### config.mk
export PLATFORM = sky130hd
export DESIGN_NAME = filter_arbiter
export DESIGN_NICKNAME = d
export VERILOG_FILES = /design/src/rtl/filter_arbiter.sv
export SDC_FILE = /design/constraint.sdc
export NUM_CORES = 1
export LEC_CHECK = 0
export BUFFER_PORTS_ARGS = -buffer_cell sky130_fd_sc_hd__buf_4
export CORE_MARGIN = 2
export CORE_UTILIZATION = 35
export CTS_BUF_LIST = sky130_fd_sc_hd__clkbuf_8
export DETAILED_ROUTE_END_ITERATION = 8
export HOLD_SLACK_MARGIN = 0.06
export PLACE_DENSITY = 0.83
export SLEW_MARGIN = 10
export SYNTH_ARGS = -nofsm -noshare
export SYNTH_HDL_FRONTEND = slang
export SYNTH_SLANG_ARGS = --single-unit
### constraint.sdc
create_clock -name clk -period 1.32 [get_ports clk]
set_input_delay 0.33 -clock clk [delete_from_list [all_inputs] [get_ports clk]]
set_output_delay 0.33 -clock clk [all_outputs]
set_load 0.05 [all_outputs]
### src/rtl/filter_arbiter.sv
`default_nettype none
// ---------------------------------------------------------------------------
// filter_arbiter: round-robin 2:1 sharing of a fixed-latency filter, with
// tag-based result routing. Rev 1.0
// ---------------------------------------------------------------------------
module filter_arbiter #(
  parameter int LATENCY = 2,
  parameter int CNTW    = 8
) (
  input  logic            clk,
  input  logic            reset,
  input  logic            io_enable,
  input  logic [15:0]     io_in0_data,
  input  logic            io_in0_valid,
  input  logic            io_in0_parity,
  output logic            io_in0_ready,
  input  logic [15:0]     io_in1_data,
  input  logic            io_in1_valid,
  input  logic            io_in1_parity,
  output logic            io_in1_ready,
  output logic [15:0]     io_f_x_data,
  output logic            io_f_x_valid,
  output logic            io_f_x_parity,
  input  logic [15:0]     io_f_y_data,
  input  logic            io_f_y_valid,
  input  logic            io_f_y_parity,
  output logic [15:0]     io_out0_data,
  output logic            io_out0_valid,
  output logic            io_out0_parity,
  output logic [15:0]     io_out1_data,
  output logic            io_out1_valid,
  output logic            io_out1_parity,
  output logic            io_busy,
  output logic            io_err,
  output logic [CNTW-1:0] io_cnt0,
  output logic [CNTW-1:0] io_cnt1
);

  logic               gnt_valid, gnt_id;
  logic               ptr_q, ptr_d;
  logic [LATENCY-1:0] vld_q, vld_d, id_q, id_d, ghost_q, ghost_d;
  logic               err_q, err_d, busy_q;
  logic [CNTW-1:0]    cnt0_q, cnt0_d, cnt1_q, cnt1_d;
  logic               last_vld, last_id, last_ghost, route, mismatch;

  always_comb begin
    gnt_valid = 1'b0;
    gnt_id    = 1'b0;
    if (!reset && io_enable) begin
      if (io_in0_valid && io_in1_valid) begin
        gnt_valid = 1'b1;
        gnt_id    = ptr_q;
      end else if (io_in0_valid) begin
        gnt_valid = 1'b1;
        gnt_id    = 1'b0;
      end else if (io_in1_valid) begin
        gnt_valid = 1'b1;
        gnt_id    = 1'b1;
      end
    end
  end

  assign io_in0_ready  = gnt_valid && !gnt_id;
  assign io_in1_ready  = gnt_valid && gnt_id;
  assign io_f_x_valid  = gnt_valid;
  assign io_f_x_data   = io_in0_ready ? io_in0_data   : (io_in1_ready ? io_in1_data   : 16'h0000);
  assign io_f_x_parity = io_in0_ready ? io_in0_parity : (io_in1_ready ? io_in1_parity : 1'b0);

  assign ptr_d  = gnt_valid ? ~gnt_id : ptr_q;
  assign cnt0_d = io_in0_ready ? cnt0_q + CNTW'(1) : cnt0_q;
  assign cnt1_d = io_in1_ready ? cnt1_q + CNTW'(1) : cnt1_q;

  // Ghost tags remember beats discarded by reset so their late filter
  // outputs are swallowed instead of being routed or flagged as errors.
  always_comb begin
    vld_d      = '0;
    id_d       = '0;
    ghost_d    = '0;
    vld_d[0]   = gnt_valid;
    id_d[0]    = gnt_id;
    for (int i = 1; i < LATENCY; i++) begin
      vld_d[i]   = vld_q[i-1];
      id_d[i]    = id_q[i-1];
      ghost_d[i] = ghost_q[i-1] | (reset & vld_q[i-1]);
    end
  end

  assign last_vld   = vld_q[LATENCY-1];
  assign last_id    = id_q[LATENCY-1];
  assign last_ghost = ghost_q[LATENCY-1];
  assign route      = !reset && last_vld && io_f_y_valid;
  assign mismatch   = !reset && !last_ghost && (io_f_y_valid != last_vld);
  assign err_d      = err_q | mismatch;

  assign io_out0_valid  = route && !last_id;
  assign io_out1_valid  = route && last_id;
  assign io_out0_data   = io_out0_valid ? io_f_y_data   : 16'h0000;
  assign io_out0_parity = io_out0_valid ? io_f_y_parity : 1'b0;
  assign io_out1_data   = io_out1_valid ? io_f_y_data   : 16'h0000;
  assign io_out1_parity = io_out1_valid ? io_f_y_parity : 1'b0;

  always_ff @(posedge clk) begin
    ghost_q <= ghost_d;
    if (reset) begin
      ptr_q  <= 1'b0;
      vld_q  <= '0;
      id_q   <= '0;
      err_q  <= 1'b0;
      busy_q <= 1'b0;
      cnt0_q <= '0;
      cnt1_q <= '0;
    end else begin
      ptr_q  <= ptr_d;
      vld_q  <= vld_d;
      id_q   <= id_d;
      err_q  <= err_d;
      busy_q <= |vld_d;
      cnt0_q <= cnt0_d;
      cnt1_q <= cnt1_d;
    end
  end

  assign io_busy = busy_q;
  assign io_err  = err_q;
  assign io_cnt0 = cnt0_q;
  assign io_cnt1 = cnt1_q;

endmodule
`default_nettype wire

## Word level (Yosys, flattened, before mapping)

Index checks and enable logic that the tools add are counted.

- Add/subtract/negate cells: 2
- $mul: 0
- Div/mod/pow operators: 0
- $lt $le $gt $ge: 0
- Equal/unequal tests: 1
- Shift-type cells: 0
- Mux-type cells: 15
- Bitwise gates (word level): 3
- Reductions and logical operators: 15

Operators by type and width:

| operator | count |
|---|---|
| $mux 16 | 4 |
| $add 8x1->8 const B | 2 |
| $mux 1 | 11 |
| $logic_and 1x1->1 | 10 |
| $logic_not 1->1 | 4 |
| $reduce_or 2->1 | 1 |
| $and 1x1->1 | 1 |
| $ne 1x1->1 | 1 |
| $not 1->1 | 1 |
| $or 1x1->1 | 1 |

- Bits in registers: 24
- Latch bits: 0
- RAM bits: 0
- Memory bits (read-only): 0
- Logic and storage cells: 44
- Memories: 0

## Logic depth before layout (Yosys ltp)

Gate-level depths: netlist (run 1).

- Depth in word-level cells: 7
- Depth in mapped cells: 6
- Mapped depth without buffers: 5

## Worst setup path before layout (run 1)

OpenSTA, ideal clock, no wires.

- Kind: in2out
- From: input port reset
- To: output port io_f_x_data[10]
- Data arrival time: 1.612 ns
- Path slack: -0.622 ns
- Stages: 5
- Buffers on the path: 2
- Cell sequence: buf_6 nand3b_4 nor2_2 buf_2 a22o_1

- Cells in the longest elaborated chain, start to end: 6
- Elaborated cells on any way between the ends: 9

RTL lines:

| what | RTL line | RTL |
|---|---|---|
| start, declared | 11 | `input logic reset,` |
| $logic_not 1->1 (*) | 49 | `if (!reset && io_enable) begin` |
| $logic_and 1x1->1 (*) | 49 |  |
| $mux 1 | 49 |  |
| $logic_not 1->1 | 63 | `assign io_in0_ready = gnt_valid && !gnt_id;` |
| $logic_and 1x1->1 (*) | 63 |  |
| named net io_in0_ready | 16 | `output logic io_in0_ready,` |
| $mux 16 (*) | 66 | `assign io_f_x_data = io_in0_ready ? io_in0_data : (io_in1_ready ? io_in1_data : 16'h0000);` |
| end, declared | 21 | `output logic [15:0] io_f_x_data,` |

The timed path passes the listed nets; every way through them passes the cells marked *.

## Final worst setup path (run 1)

- From: register ptr_q
- To: output port io_f_x_data[2]

- Cells in the longest elaborated chain, start to end: 5
- Elaborated cells on any way between the ends: 7

RTL lines:

| what | RTL line | RTL |
|---|---|---|
| start, declared | 40 | `logic ptr_q, ptr_d;` |
| start signal, assigned | 113 | `ptr_q <= ptr_d;` |
| $mux 1 (*) | 50 | `if (io_in0_valid && io_in1_valid) begin` |
| $mux 1 (*) | 49 |  |
| $logic_and 1x1->1 or $logic_not 1->1 (tied branches) | 64, 63 |  |
| $mux 16 or $logic_and 1x1->1 (tied branches) | 66, 63 |  |
| $mux 16 (*) | 66 |  |

Every way passes the cells marked *; elsewhere a longest branch is shown, timed or not.

==> impl_results.rst, run 1 <==
.. list-table::
   :header-rows: 1

   * - Metric
     - Value
   * - Number of synthesized register bits
     - 24
   * - Met3 wirelength from detailed routing
     - 475 µm
   * - Max Slew Vio Count
     - 0
   * - Register area
     - roughly 520 µm²
   * - Per-cell routed wire length
     - between 15 and 20 µm
   * - Detailed Place HPWL
     - 4030 µm
   * - Die Outline Area
     - approximately 0.0047 mm²
   * - Unrepaired setup endpoints after global routing
     - yes
   * - Type of element launching the critical path
     - flip-flop
   * - Detailed-route DRC error count
     - 0
   * - CTS Hold Bufs
     - 0
   * - Layout cells sized above 1
     - 79.4%
   * - Routed length on met2
     - 4040 µm
   * - Core ar.
     - ~0.0040 mm²
   * - Number of antenna violations at the first check in global routing
     - 0
   * - CP Data Arrival Time
     - 1460 ps
   * - Highest signal layer in the routed design
     - met4
   * - Maximum clock skew at final layout
     - between 8 and 9 ps
   * - Synth-to-layout area growth
     - 144%
   * - Clock tree from TritonCTS
     - done
   * - Setup WS pre-CTS
     - -360 ps
   * - Latest clock arrival within the worst-skew pair
     - 270 ps
   * - Run status
     - finished with violations
   * - Post-detailed-route count of antenna-violating nets
     - 0
   * - Net Sw Frac
     - 31.5%
   * - Total number of placement rows
     - 23
   * - Area occupied by multi-input gates
     - 0.00125 mm²
   * - Shortest clock period the worst path allows after layout
     - 1790 ps
   * - WP data required
     - 990 ps
   * - Violated checks
     - setup timing
   * - Top-Level Pins
     - 131
   * - Overflow left after global routing
     - 0
   * - Post-route insts no fill
     - 375
   * - CP max FO
     - 5
   * - Post-Syn Nets
     - ~230
   * - Leading register cell type out of synthesis
     - sky130_fd_sc_hd__dfxtp_1
   * - Kind of critical path
     - flip-flop to output pin
   * - Proportion of synthesized chip area in sequential cells
     - around 33%
   * - Power per cell area
     - between 500 and 600 mW/mm²
   * - Static power due to leakage
     - around 1.7 nW
   * - Via count of the first global-routing pass
     - around 1,900
   * - Setup violators final
     - 57
   * - Clock transition at the registers of the reported paths
     - about 90 ps
   * - Number of endpoints with negative hold slack in the final report
     - 0
   * - Yosys warning count
     - 0
   * - TritonCTS sink count
     - 24
   * - Global-route wire length before repair
     - 8770 µm
   * - GRT Resource Usage Total
     - 25.2%
   * - Maximum clock insertion buffer count
     - 2
   * - Antenna Cells
     - 0
   * - Setup TNS
     - -21,710 ps
   * - Number of buffers added by the clock tree synthesis step
     - 3
   * - Max-cap check violation count
     - 0
   * - Cell variety after synth
     - 37
   * - Peak Freq
     - 0.557 GHz
   * - Endpoint type of the worst setup path
     - output pin
   * - Top library cells by usage in the layout, fill and taps aside
     - sky130_fd_sc_hd__buf_4, sky130_fd_sc_hd__buf_8, sky130_fd_sc_hd__and2_4, sky130_fd_sc_hd__buf_6, sky130_fd_sc_hd__nor2_1
   * - Gate count after technology mapping
     - 168
   * - Nets
     - ~390
   * - Path category of the worst min-delay check
     - input pin to flip-flop
   * - Placed Cells incl. Taps
     - between 300 and 400
   * - Via density per instance
     - 5.10
   * - Wirelength, routed
     - 6840 µm
   * - Combinational fraction of design power
     - 34.9%
   * - Number of I/O port buffers
     - 130
   * - DRT met1 WL
     - 2170 µm
   * - Clk network pwr share
     - 24.6%
   * - Cell area after synthesis
     - approximately 0.0015 mm²
   * - Number of flops mapped to enable cells by yosys
     - 0
   * - Sw Pwr
     - 0.574 mW
   * - Number of inserted filler cells in the final layout
     - 158
   * - Drt first pass iters
     - 4
   * - Die width
     - 68.8 µm
   * - Die extent in y
     - 68.8 µm
   * - Leading cell type in the layout, fill and taps excluded
     - sky130_fd_sc_hd__buf_4
   * - Final GP Congestion
     - 0.821
   * - Largest voltage drop on the vdd net
     - around 0.00041 V
   * - Clock root buffer
     - sky130_fd_sc_hd__clkbuf_8
   * - Via count
     - 1,914
   * - Worst slew margin relative to its limit
     - 85.4%
   * - Period Utilization, post-route
     - 136%
   * - Initial cell density of the core
     - 36.5%
   * - Largest net degree at the start of global routing
     - 16
   * - Reg power frac
     - approximately 40%
   * - Total internal power
     - 1.25 mW
   * - Pin slew with the least headroom to its limit
     - 213 ps
   * - Setup slack of the critical path after layout
     - -474 ps
   * - H-Tree Depth
     - 1
   * - Average instance area after synthesis
     - 8.75 µm²
   * - Share of synthesized registers carrying an async set or reset
     - 0%
   * - Iteration-0 DRC count of the detailed router
     - between 50 and 60
==> synthesized netlist by cell type (3+ instances only) <==
| library cell | instances | share of area, % |
|---|---|---|
| sky130_fd_sc_hd__a22o_1 | 17 | 10 |
| sky130_fd_sc_hd__and2_1 | 35 | 15 |
| sky130_fd_sc_hd__and3_1 | 3 | 1.3 |
| sky130_fd_sc_hd__buf_2 | 5 | 1.7 |
| sky130_fd_sc_hd__dfxtp_1 | 24 | 33 |
| sky130_fd_sc_hd__mux2i_1 | 3 | 2.0 |
| sky130_fd_sc_hd__nand2_1 | 3 | 0.77 |
| sky130_fd_sc_hd__nand3_1 | 4 | 1.4 |
| sky130_fd_sc_hd__nand4_1 | 4 | 1.7 |
| sky130_fd_sc_hd__nor2_1 | 19 | 4.9 |
| sky130_fd_sc_hd__nor2b_1 | 7 | 3.0 |
| sky130_fd_sc_hd__nor3_1 | 3 | 1.0 |
| sky130_fd_sc_hd__xnor2_1 | 8 | 4.8 |
==> critical path, cell delays in order (launching register included) <==
cell and delay, ps:
sky130_fd_sc_hd__dfxtp_2 340, sky130_fd_sc_hd__nand2b_4 150, sky130_fd_sc_hd__and3_4 190, sky130_fd_sc_hd__buf_6 140, sky130_fd_sc_hd__a22o_4 230, sky130_fd_sc_hd__buf_8 150
==> state kept, by name, summed over array words and instances, names as in the netlist <==
signal	flops
ptr_q	1
ghost_q	1
io_busy	1
vld_q	2
io_err	1
id_q	2
io_cnt1	8
io_cnt0	8
==> metrics by stage <==
stage / power [mW] / hold WS (ps) / util, % / area (µm²)
2_1_floorplan: 1.04 / 414 / - / 1800
3_3_place_gp: 1.28 / 429 / 72.2 / 2910
3_5_place_dp: 1.29 / 431 / 72.2 / 2910
4_1_cts: 1.78 / 427 / 85.6 / 3450
5_1_grt: 1.88 / 457 / 89.1 / 3590
6_report: 1.83 / 450 / 89.1 / 3590
==> cell type report <==
| class | count | area share [%] |
|---|---|---|
| Multi-Input combinational cell | 132 | 34.7 |
| Sequential cell | 24 | 14.4 |
| Clock buffer | 3 | 1.15 |
| Timing Repair Buffer | 163 | 47.7 |
| Inverter | 2 | 0.209 |
| Clock inverter | 1 | 0.105 |
| Tap cell | 50 | 1.74 |
==> cells by family after synthesis <==
logic type | count (synthesis) | synth area share, %
and+or+nand+nor | 93 | 38.8
DFF | 24 | 32.7
AOI/OAI and AO/OA | 21 | 11.5
buffers and inverters | 12 | 4.51
xor gates and xnor gates | 10 | 5.96
muxes | 6 | 4.85
adders and majority gates | 2 | 1.70
==> timing repair <==
| action | in CTS | in global routing |
|---|---|---|
| setup endpoints to repair | 60 | 65 |
| endpoints found under the hold margin | 0 | 0 |
| cloned | 3 | 1 |
| setup buffers | 2 | 6 |
| gates resized for setup | 128 | 21 |
| pin swaps | 24 | 5 |
==> per-layer routing <==
layer,GRT usage [%],vias up
met3,4.87,22
li1,-,889
met2,53.0,108
met1,24.8,895
met5,0,-
met4,4.90,0
==> power groups by stage <==
stage	Clock [mW]	Sequential, mW	Combinational (mW)
global placement	0	0.754	0.524
detailed placement	0	0.754	0.534
CTS	0.448	0.738	0.593
global route	0.480	0.742	0.658
finish	0.449	0.740	0.636
floorplan	0	0.785	0.252
==> path summary, 6_finish.rpt <==
path,start,end,slack [ps],depth (start not counted)
worst min register to register,id_q[0],id_q[1],450,1
worst max-delay path,ptr_q,io_f_x_data[2],-470,5
worst max register to register,io_cnt1[0],io_cnt1[2],-50,4
worst min-delay path,reset,io_cnt1[2],450,3
(Power assumes the default switching activity.)
==> run 2: changes to the inputs <==
--- a/config.mk
+++ b/config.mk
@@ -12,6 +12,7 @@
 export DETAILED_ROUTE_END_ITERATION = 8
 export HOLD_SLACK_MARGIN = 0.06
 export PLACE_DENSITY = 0.83
+export SETUP_SLACK_MARGIN = 0.4
 export SLEW_MARGIN = 10
 export SYNTH_ARGS = -nofsm -noshare
 export SYNTH_HDL_FRONTEND = slang
==> run 2 against run 1 <==
Against the previous run: synthesized area unchanged; the flow now stops in global routing (5_1_grt); synthesized cell count unchanged.
==> impl_results.rst, run 2 <==
.. list-table::
   :header-rows: 1

   * - Metric
     - Value
   * - Most instantiated cells after synthesis
     - sky130_fd_sc_hd__and2_1, sky130_fd_sc_hd__dfxtp_1, sky130_fd_sc_hd__nor2_1, sky130_fd_sc_hd__a22o_1, sky130_fd_sc_hd__xnor2_1 (unchanged)
   * - Proportion of synthesized chip area in sequential cells
     - 32.7% (unchanged)
   * - Total number of placement rows
     - 23 (unchanged)
   * - Number of I/O port buffers
     - 130 (unchanged)
   * - Number of synthesized register bits
     - 24 (unchanged)
   * - Detailed Place HPWL
     - 4170 µm (was 4030 µm)
   * - Maximum clock insertion buffer count
     - 2 (unchanged)
   * - Gate count after technology mapping
     - 168 (unchanged)
   * - Cell with the most instances after synthesis
     - sky130_fd_sc_hd__and2_1 (unchanged)
   * - Die width
     - 68.8 µm (unchanged)
   * - Number of flops mapped to enable cells by yosys
     - 0 (unchanged)
   * - Share of synthesized registers carrying an async set or reset
     - 0% (unchanged)
   * - TritonCTS sink count
     - 24 (unchanged)
   * - Yosys warning count
     - 0 (unchanged)
   * - Setup WS pre-CTS
     - -344 ps (was -360 ps)
   * - CTS Hold Bufs
     - 0 (unchanged)
   * - Leading register cell type out of synthesis
     - sky130_fd_sc_hd__dfxtp_1 (unchanged)
   * - First error
     - [ERROR DPL-0038] Utilization greater than 100%, impossible to legalize
   * - Stage where the flow stopped
     - global routing (5_1_grt)
   * - Initial cell density of the core
     - 36.5% (unchanged)
   * - Final GP Congestion
     - 0.698 (was 0.821)
   * - Post-placement cell area
     - 0.00302 mm² (was 0.00291 mm²)
   * - Yosys top cell by area
     - sky130_fd_sc_hd__dfxtp_1 (unchanged)
   * - Largest net degree at the start of global routing
     - 20
   * - H-Tree Depth
     - 1 (unchanged)
   * - Top-Level Pins
     - 131 (unchanged)
   * - Clock root buffer
     - sky130_fd_sc_hd__clkbuf_8 (unchanged)
   * - Category of the worst endpoint
     - primary output
   * - Cell variety after synth
     - 37 (unchanged)
   * - Run status
     - aborted with a tool error (was finished with violations)
   * - Cell area after synthesis
     - 0.00147 mm² (unchanged)
   * - Ranking of synthesized cells by area
     - sky130_fd_sc_hd__dfxtp_1, sky130_fd_sc_hd__and2_1, sky130_fd_sc_hd__a22o_1 (unchanged)
   * - Post-Syn Nets
     - 227 (unchanged)
   * - Number of buffers added by the clock tree synthesis step
     - 3 (unchanged)
   * - Area share of the largest cell type after synthesis
     - 32.7% (unchanged)
   * - Die extent in y
     - 68.8 µm (unchanged)
   * - Worst endpoint, post-GRT repair
     - io_f_x_data[9]
   * - Average instance area after synthesis
     - 8.75 µm² (unchanged)
## run 2: cell counts after synthesis
No cell type changed its count.
## run 2: cells by family after synthesis
kind of cell / Yosys count / synth area share [%]
compound gates: 21 / 11.5
buf+inv: 12 / 4.51
mux: 6 / 4.85
fa+ha+maj: 2 / 1.70
flops: 24 / 32.7
simple gates: 93 / 38.8
xor+xnor: 10 / 5.96
## run 2: timing repair
action | in CTS
pin swaps | 14
resized for setup | 161
buffers inserted | 22
gates cloned | 2
endpoints found under the setup margin | 92
## run 2: per-stage QoR
stage               hold WS [ps]  instances
floorplan                    414        168
global placement             424        361
detailed placement           426        361
CTS                          344        389
==> run 3: changes to the inputs <==
--- a/config.mk
+++ b/config.mk
@@ -7,12 +7,9 @@
 export LEC_CHECK = 0
 export BUFFER_PORTS_ARGS = -buffer_cell sky130_fd_sc_hd__buf_4
 export CORE_MARGIN = 2
-export CORE_UTILIZATION = 35
-export CTS_BUF_LIST = sky130_fd_sc_hd__clkbuf_8
+export CORE_UTILIZATION = 25
 export DETAILED_ROUTE_END_ITERATION = 8
-export HOLD_SLACK_MARGIN = 0.06
-export PLACE_DENSITY = 0.83
-export SETUP_SLACK_MARGIN = 0.4
+export PLACE_DENSITY_LB_ADDON = 0.15
 export SLEW_MARGIN = 10
 export SYNTH_ARGS = -nofsm -noshare
 export SYNTH_HDL_FRONTEND = slang
==> constraint.sdc (replaced) <==
create_clock -name clk -period 1.7 [get_ports clk]
set_input_delay 0.425 -clock clk [delete_from_list [all_inputs] [get_ports clk]]
set_output_delay 0.425 -clock clk [all_outputs]
set_load 0.05 [all_outputs]
==> run 3 against run 2 <==
Against the previous run: the flow now finishes, with violations (setup timing).
==> impl_results.rst, run 3 (same netlist as run 1, synthesis figures left out) <==
.. list-table::
   :header-rows: 1

   * - Metric
     - Value
   * - Core ar.
     - 0.00561 mm²
   * - Static power due to leakage
     - roughly 1.7 nW
   * - Max-cap check violation count
     - 0
   * - Setup TNS
     - -4870 ps
   * - Clock transition at the registers of the reported paths
     - 90 ps
   * - Largest net degree at the start of global routing
     - 22
   * - Synth-to-layout area growth
     - 135%
   * - Overflow left after global routing
     - 0
   * - Leading cell type in the layout, fill and taps excluded
     - sky130_fd_sc_hd__buf_4
   * - Nets
     - 375
   * - Net Sw Frac
     - 27.2%
   * - Clock tree from TritonCTS
     - done
   * - Post-route insts no fill
     - 387
   * - Shortest clock period the worst path allows after layout
     - between 1500 and 2000 ps
   * - Wirelength, routed
     - 5580 µm
   * - H-Tree Depth
     - 1 (unchanged)
   * - Drt first pass iters
     - 4
   * - Number of antenna violations at the first check in global routing
     - 0
   * - Met3 track utilization from global routing
     - 4.38%
   * - Path category of the worst min-delay check
     - input pin to flip-flop
   * - Unrepaired setup endpoints after global routing
     - yes
   * - Period Utilization, post-route
     - 109%
   * - Iteration-0 DRC count of the detailed router
     - 36
   * - Placed Cells incl. Taps
     - 376 (was 361)
   * - Via count
     - 1,802
   * - Total number of placement rows
     - 27 (was 23)
   * - Final GP Congestion
     - 0.735 (was 0.698)
   * - Combinational fraction of design power
     - between 20 and 30%
   * - Top-Level Pins
     - 131 (unchanged)
   * - Via density per instance
     - around 4.7
   * - Pin slew with the least headroom to its limit
     - 307 ps
   * - Clk network pwr share
     - 32.2%
   * - Area occupied by multi-input gates
     - 0.00118 mm²
   * - Latest clock arrival within the worst-skew pair
     - 270 ps
   * - Power per cell area
     - 445 mW/mm²
   * - Setup slack of the critical path after layout
     - -146 ps
   * - Detailed Place HPWL
     - 3990 µm (was 4170 µm)
   * - TritonCTS sink count
     - 24 (unchanged)
   * - Die width
     - 80.7 µm (was 68.8 µm)
   * - Global-route wire length before repair
     - 8020 µm
   * - Die Outline Area
     - 0.00651 mm²
   * - Detailed-route DRC error count
     - 0
   * - Initial cell density of the core
     - 26.2% (was 36.5%)
   * - Met2 track demand over resource in global routing
     - 30.0%
   * - Number of buffers added by the clock tree synthesis step
     - 3 (unchanged)
   * - Top library cells by usage in the layout, fill and taps aside
     - sky130_fd_sc_hd__buf_4, sky130_fd_sc_hd__buf_8, sky130_fd_sc_hd__and2_4, sky130_fd_sc_hd__buf_6, sky130_fd_sc_hd__dfxtp_1
   * - Maximum clock skew at final layout
     - 3.17 ps
   * - Post-placement cell area
     - 0.00284 mm² (was 0.00302 mm²)
   * - Total internal power
     - 1.12 mW
   * - Endpoint type of the worst setup path
     - output pin
   * - Met1 track demand over resource
     - ~17%
   * - Kind of critical path
     - flip-flop to output pin
   * - Number of I/O port buffers
     - 130 (unchanged)
   * - Reg power frac
     - 37.9%
   * - Max Slew Vio Count
     - 0
   * - Peak Freq
     - between 0.5 and 0.6 GHz
   * - WP data required
     - 1270 ps
   * - Utilization of the core after routing
     - 61.6%
   * - Die extent in y
     - 80.7 µm (was 68.8 µm)
   * - GRT Resource Usage Total
     - between 15 and 20%
   * - Layout cells sized above 1
     - a little under three quarters
   * - Setup violators final
     - 51
   * - Worst slew margin relative to its limit
     - between 70% and 80%
   * - Via count of the first global-routing pass
     - between 1,500 and 2,000
   * - Maximum clock insertion buffer count
     - 2 (unchanged)
   * - Number of endpoints with negative hold slack in the final report
     - 0
   * - CTS Hold Bufs
     - 0 (unchanged)
   * - Post-detailed-route count of antenna-violating nets
     - 0
   * - Gr busiest metal
     - met2
   * - Register area
     - 484 µm²
   * - Number of inserted filler cells in the final layout
     - ~460
   * - CP Data Arrival Time
     - about 1400 ps
   * - Run status
     - finished with violations (was aborted with a tool error)
   * - Antenna Cells
     - 0
   * - Largest voltage drop on the vdd net
     - 0.000285 V
   * - Per-cell routed wire length
     - between 10 and 15 µm
   * - Clock root buffer
     - sky130_fd_sc_hd__clkbuf_8 (unchanged)
   * - Type of element launching the critical path
     - flip-flop
   * - CP max FO
     - 4
   * - Final cell area excluding filler cells
     - ~0.0035 mm²
   * - Violated checks
     - setup timing
   * - Sw Pwr
     - 0.418 mW
   * - Worst hold slack
     - 433 ps
-- run 3: path summary, 6_finish.rpt --
kind / cells after the start / endpoint / slack, ps / from
setup / recovery: 4 / io_out0_data[7] / -150 / id_q[1]
hold / removal: 2 / id_q[0] / 430 / io_in1_valid
setup reg to reg: 5 / io_cnt0[7] / 280 / ptr_q
hold reg to reg: 1 / id_q[1] / 440 / id_q[0]
-- run 3: per-stage QoR --
stage / setup slack, ps / power, mW
floorplan: -41.9 / 0.813
global placement: -175 / 1.00
detailed placement: -181 / 1.01
CTS: -154 / 1.54
global route: -198 / 1.61
finish: -146 / 1.54
-- run 3: power by group through the flow --
stage               sequential [mW]  combinational (mW)  clock (mW)
floorplan                     0.618               0.195           0
global placement              0.595               0.407           0
detailed placement            0.595               0.410           0
CTS                           0.582               0.447       0.512
global route                  0.584               0.485       0.539
finish                        0.582               0.460       0.496
-- run 3: final cells by class --
cell class / count / share of cell area, %
Timing Repair Buffer: 153 / 47.0
Multi-Input combinational cell: 132 / 34.1
Sequential cell: 24 / 14.0
Tap cell: 72 / 2.61
Clock buffer: 3 / 1.19
Clock inverter: 1 / 0.869
Inverter: 2 / 0.217
-- run 3: worst max-delay path, stage by stage, from the launching register on --
cell and delay (ps):
sky130_fd_sc_hd__dfxtp_2 320, sky130_fd_sc_hd__and4bb_4 390, sky130_fd_sc_hd__clkbuf_16 170, sky130_fd_sc_hd__and2_4 140, sky130_fd_sc_hd__buf_8 140
-- run 3: per-layer routing --
layer	vias to the layer above	part of all wire [%]
met5	-	0
met4	0	0.93
met3	4	12
met2	118	51
met1	807	37
li1	873	-
-- run 3: repair_timing --
action                                  CTS  global route
endpoints found under the setup margin   53            54
gates cloned                              2             3
pin swaps                                19             8
gates resized for setup                 102            23
buffers inserted                          2             0
